## src/rtl/fp_mult_result_fifo.sv

```systemverilog
// fp_mult_result_fifo: result FIFO behind fp_mult_top.
// Buffers (z, status) pairs in a DEPTH-entry circular buffer, presents them
// over valid/ready, counts accepted pushes (saturating) and flags drops.
// Optional macro FP_STICKY_FLAGS_EN builds the IEEE flag accumulator;
// without it sticky_flags is tied to zero.
module fp_mult_result_fifo #(
    parameter int DEPTH = 4,
    parameter int CNT_W = 16
) (
    input  logic                       clk,
    input  logic                       rst,
    input  logic                       in_valid,
    input  logic [31:0]                in_z,
    input  logic [7:0]                 in_status,
    output logic                       in_ready,
    output logic                       out_valid,
    output logic [31:0]                out_z,
    output logic [7:0]                 out_status,
    input  logic                       out_ready,
    output logic [$clog2(DEPTH):0]     count,
    output logic [CNT_W-1:0]           result_cnt,
    output logic                       overflow,
    input  logic                       flags_clr,
    output logic [5:0]                 sticky_flags
);
    localparam int AW = $clog2(DEPTH);

    typedef struct packed {
        logic [31:0] z;
        logic [7:0]  status;
    } entry_t;

    entry_t          mem [DEPTH];
    logic [AW-1:0]   wr_ptr, rd_ptr;
    logic            full, push, pop, drop;

    assign full      = (count == (AW+1)'(DEPTH));
    // A pop on a full FIFO frees the slot in the same cycle.
    assign in_ready  = !full || out_ready;
    assign out_valid = (count != '0);
    assign push      = in_valid && in_ready;
    assign pop       = out_valid && out_ready;
    assign drop      = in_valid && !in_ready;

    assign out_z      = mem[rd_ptr].z;
    assign out_status = mem[rd_ptr].status;

    // Storage write; contents intentionally survive reset.
    always_ff @(posedge clk) begin
        if (push) mem[wr_ptr] <= '{z: in_z, status: in_status};
    end

    // Pointers and occupancy; pointers wrap naturally at DEPTH (power of two).
    always_ff @(posedge clk or negedge rst) begin
        if (!rst) begin
            wr_ptr <= '0;
            rd_ptr <= '0;
            count  <= '0;
        end else begin
            if (push) wr_ptr <= wr_ptr + AW'(1);
            if (pop)  rd_ptr <= rd_ptr + AW'(1);
            case ({push, pop})
                2'b10:   count <= count + 1'b1;
                2'b01:   count <= count - 1'b1;
                default: count <= count;
            endcase
        end
    end

    // Accepted-result counter (saturating) and sticky drop flag.
    always_ff @(posedge clk or negedge rst) begin
        if (!rst) begin
            result_cnt <= '0;
            overflow   <= 1'b0;
        end else if (flags_clr) begin
            result_cnt <= push ? CNT_W'(1) : '0;
            overflow   <= drop;
        end else begin
            if (push && (result_cnt != '1)) result_cnt <= result_cnt + 1'b1;
            if (drop) overflow <= 1'b1;
        end
    end

`ifdef FP_STICKY_FLAGS_EN
    logic [5:0] flags_q;

    // OR of exception flags over accepted pushes; clear restarts from this push.
    always_ff @(posedge clk or negedge rst) begin
        if (!rst) begin
            flags_q <= '0;
        end else if (flags_clr) begin
            flags_q <= push ? in_status[5:0] : 6'h0;
        end else if (push) begin
            flags_q <= flags_q | in_status[5:0];
        end
    end

    assign sticky_flags = flags_q;
`else
    assign sticky_flags = 6'h0;
`endif

endmodule

```

## config.mk

```make
export PLATFORM = sky130hd
export DESIGN_NAME = fp_mult_result_fifo
export DESIGN_NICKNAME = d
export VERILOG_FILES = /design/src/rtl/fp_mult_result_fifo.sv
export SDC_FILE = /design/constraint.sdc
export NUM_CORES = 1
export LEC_CHECK = 0
export CORE_UTILIZATION = 55
export CTS_CLUSTER_SIZE = 14
export DETAILED_ROUTE_END_ITERATION = 8
export PLACE_DENSITY = 0.77
export SLEW_MARGIN = 30
export SYNTH_ARGS = -nofsm -noshare
export SYNTH_HDL_FRONTEND = slang
export SYNTH_SLANG_ARGS = --single-unit
```

## constraint.sdc

```tcl
create_clock -name clk -period 5.2 [get_ports clk]
set_clock_uncertainty 0.15 [all_clocks]
set_input_delay 0.52 -clock clk [delete_from_list [all_inputs] [get_ports clk]]
set_output_delay 0.52 -clock clk [all_outputs]
set_load 0.1 [all_outputs]
```

# Word-level counts from Yosys, hierarchy flattened
# Memory sizes are Yosys's and may differ from the RTL's.
# Cells that the tools add are included.
# classes
n_addsub,5
mul,0
n_div,0
n_lt_le_gt_ge,0
n_eq_ne,4
shift,0
n_mux,8
bitwise_logic,0
n_reduce_logical,11
# ops
operator,count
$mux W16,2
$add A16 B1 Y16 const B,1
$ne A16 B16 Y1 const B,1
$pmux W3 S2,1
$reduce_bool A2 Y1,3
$mux W1,5
$add A2 B1 Y2 const B,2
$logic_and A1 B1 Y1,4
$add A3 B1 Y3 const B,1
$eq A3 B3 Y1 const B,1
$reduce_bool A3 Y1,1
$sub A3 B1 Y3 const B,1
$eq A2 B1 Y1 const B,1
$eq A2 B2 Y1 const B,1
$logic_not A1 Y1,2
$logic_or A1 B1 Y1,1
# word_totals
ff_bits,24
latchBits,0
ram_bits,160
mem_bits_ro,0
wordCells,34
n_memories,1
# mem_list
name,depth,word_bits,rd,rd_ports_with_merged_regs,wr,line_no,source
mem,4,40,1,0,1,33,entry_t mem [DEPTH];

# Logic depth before layout (Yosys ltp)
# logic_depth
ltp_word,7
mapped_depth,11
depth_no_buf,9

# Worst setup path before layout
# Ideal clock, no wire load.
# synth_path
kind,register -> register
start,reg count[2]
end,reg count[2]
setup_time_ps,162
arrival_ps,2940
t_required_ps,4888
path_slack_ps,1948
stages_incl_launch_ff,12
cell_sequence,dfrtp_1 -> or4b_4 -> buf_6 -> and2_4 -> buf_6 -> clkinv_4 -> ha_1 -> inv_1 -> fa_1 -> xor2_1 -> nor2_1 -> xor2_1
# synth_via
elab_chain_cells,6
word_cells_on_any_way,12
# synth_lines
element,line_no,source
from (decl),20,"output logic [$clog2(DEPTH):0] count,"
from (signal assigned),63,2'b10: count <= count + 1'b1;
from (signal assigned),64,2'b01: count <= count - 1'b1;
from (signal assigned),65,default: count <= count;
$eq A3 B3 Y1 *,37,assign full = (count == (AW+1)'(DEPTH));
$logic_not A1 Y1 *,39,assign in_ready = !full || out_ready;
$logic_or A1 B1 Y1 *,39,
via in_ready,15,"output logic in_ready,"
$logic_and A1 B1 Y1 *,41,assign push = in_valid && in_ready;
$eq A2 B1 Y1 / $eq A2 B2 Y1 (equally long branches),62,"case ({push, pop})"
$pmux W3 S2 / $reduce_bool A2 Y1 (equally long branches),-,
# Mark *: on every way through the listed nets, which the timed path passes. The rest lies on a longest branch.
# A chain may end at the register's enable or synchronous reset.

# Final worst setup path
# layout_path
start,reg rd_ptr[0]
end,out out_status[0]
# layout_via
elab_chain_cells,1
# layout_lines
element,line_no,source
from (decl),34,"logic [AW-1:0] wr_ptr, rd_ptr;"
from (signal assigned),61,if (pop) rd_ptr <= rd_ptr + AW'(1);
$mem_v2 Z4 W40,-,
to (decl),18,"output logic [7:0] out_status,"
# No other way between the ends.

==> results_dict.tcl <==
set metrics [dict create \
    syn-cell-area_um2 7268 \
    clkTransAtPathRegs_ps 60 \
    die_h_um 117.0 \
    cts_resized 0 \
    gr-total-overflow 0 \
    cts_sinks 184 \
    core_um2 12770 \
    root_buffer "clkbuf_16" \
    fmax_mhz 262.2 \
    required_ps 4530 \
    die_x_um 117.0 \
    critPathCaptureType "output pin" \
    finalSetupTns_ps 0 \
    yosys_register_bits 184 \
    yosys-top-cells-area "edfxtp_1 (66%), mux4_2 (12%), dfrtp_1 (8.3%)" \
    clk-insertion-delay-late_ps 420 \
    first_pass_iters 7 \
    r2r_cells 9 \
    drc_errors 0 \
    postCtsSetupRepairBufs 0 \
    fill_cells 766 \
    drt_iter0_markers 256 \
    num_vias 3692 \
    gp_congestion 0.7875 \
    setup_violations 0 \
    most-common-layout-cells "edfxtp_1 (160), clkdlybuf4s50_1 (105), mux4_2 (40)" \
    slew_headroom 0.3208 \
    syn_inst 360 \
    ctsHoldBuffers 0 \
    finalCritPeriodShare 0.7334 \
    status "finished clean" \
    ys_async_sr_fraction 0.1304 \
    area_growth_pct 24.77 \
    yosysTopAreaCell "edfxtp_1" \
    layout.cells.most_common "edfxtp_1" \
    fp.dieArea_um2 13680 \
    routed_wl_um 12820 \
    reg2reg_slack_ps 2520 \
    drv_cap 0 \
    crit_type "register to output pin" \
    maxSlewViolCount 0 \
    num_rows 41 \
    clock_path_buffers 2 \
    routed_via_density 5.628 \
    synth_edf_count 160 \
    tightest_slew_ps 1016 \
    start_kind "register" \
    hpwl_um 7933 \
    grt_max_degree 41 \
    antenna_found_initial 0 \
    yosys_warnings 0 \
    port-buffer-count 106 \
    drive_gt1_frac 0.1983 \
    ys_types 47 \
    grtUsageTotal 0.2069 \
    grt_pass1_wl_um 19980 \
    ant_nets 0 \
    htreeDepth 4 \
    reg2reg_to "count[2]$_DFFE_PN0P_" \
    wl_per_cell_um 19.54 \
    layout_min_cycle_time_ps 3814 \
    avgSynthCellArea_um2 20.19 \
    grt_setup_unrepaired "false" \
    start_util 0.5690 \
    cp.arrival_ps 3140 \
    nNetsFinal 524 \
    cts_tree "yes" \
    synth_top_area_frac 0.6610 \
    ys_seq_area_frac 0.7437 \
    hold_class "input pin to async pin" \
    synth-main-ff-cell "edfxtp_1" \
    cts_buffers 17 \
    num_antenna_cells 0 \
    reg2reg_from "count[1]$_DFFE_PN0P_" \
    first_global_vias 3824 \
    hold_viol_final 0 \
    pin_count 113 \
    cp_max_fo 18 \
]
==> cells in the mapped netlist (all sizes together) (2+ instances only) <==
master and instances:
edfxtp 160, mux4 40, dfrtp 24, buf 18
inv 11, a21oi 10, nor2 8, nand2 7
or4 7, ha 6, o31ai 6, and3 5
nor2b 5, nor4 5, clkbuf 4, mux2 4
nand3 4, nand4 4, or2 4, xnor2 3
xor2 3, a211oi 2, and2 2, mux2i 2
nand2b 2
==> layer usage <==
layer | GRT usage | vias up | wire length, um
li1 | - | 1670 | -
met1 | 0.2689 | 1878 | 5452
met2 | 0.3310 | 133 | 6396
met3 | 0.06643 | 11 | 803
met4 | 0.07679 | 0 | 165
met5 | 0 | - | 0
==> worst max-delay path by stage <==
stage / startpoint / cells after the start / endpoint
2_1_floorplan: count[2]$_DFFE_PN0P_ / 11 / count[2]$_DFFE_PN0P_
3_3_place_gp: rd_ptr[0]$_DFFE_PN0P_ / 3 / out_z[17]
3_5_place_dp: rd_ptr[0]$_DFFE_PN0P_ / 3 / out_status[7]
4_1_cts: rd_ptr[0]$_DFFE_PN0P_ / 3 / out_status[0]
5_1_grt: rd_ptr[0]$_DFFE_PN0P_ / 3 / out_status[0]
6_report: rd_ptr[0]$_DFFE_PN0P_ / 3 / out_status[0]
==> worst max-delay path, cell delays in order, from the launching register on <==
cell,delay [ps]
dfrtp_2,720
buf_4,420
mux4_2,590
clkdlybuf4s50_1,990
==> cells by family after synthesis <==
group,count (synthesis),share of synthesized area
buffers and inverters,34,0.02616
flip-flops,184,0.7437
AO/OA/AOI/OAI,27,0.02548
adder cells (fa/ha/maj),7,0.01308
XOR/XNOR,6,0.007231
AND/OR/NAND/NOR,55,0.05096
other,1,0.0005159
multiplexers,46,0.1329
==> sequential cells by signal, summed over array words and instances (netlist names) <==
signal	count
wr_ptr	2
overflow	1
count	3
mem	160
result_cnt	16
rd_ptr	2
==> metrics by stage <==
step / instances / hold WS [ps] / setup WS, ps / cell area, um^2 / utilization
2_1_floorplan: 365 / 74.41 / 1948 / 7287 / -
3_3_place_gp: 624 / 334.5 / 1783 / 8448 / 0.6614
3_5_place_dp: 625 / 358.6 / 1765 / 8483 / 0.6641
4_1_cts: 656 / 302.9 / 1302 / 9074 / 0.7104
5_1_grt: 656 / 323.1 / 1205 / 9069 / 0.7100
6_report: 656 / 303.1 / 1386 / 9069 / 0.7100
==> area by class of cell <==
| class | instances | area (um^2) | share of cell area |
|---|---|---|---|
| inverters | 12 | 50.05 | 0.005519 |
| well taps | 172 | 215.2 | 0.02373 |
| clock inverters | 12 | 157.7 | 0.01738 |
| multi-input cells | 147 | 1707 | 0.1882 |
| flip-flops and latches | 184 | 5408 | 0.5963 |
| clock buffers | 19 | 432.9 | 0.04774 |
| repair buffers | 110 | 1099 | 0.1211 |
Power is not shown: default switching activity piles up to over one toggle a cycle in this logic, so the estimate is an artifact.
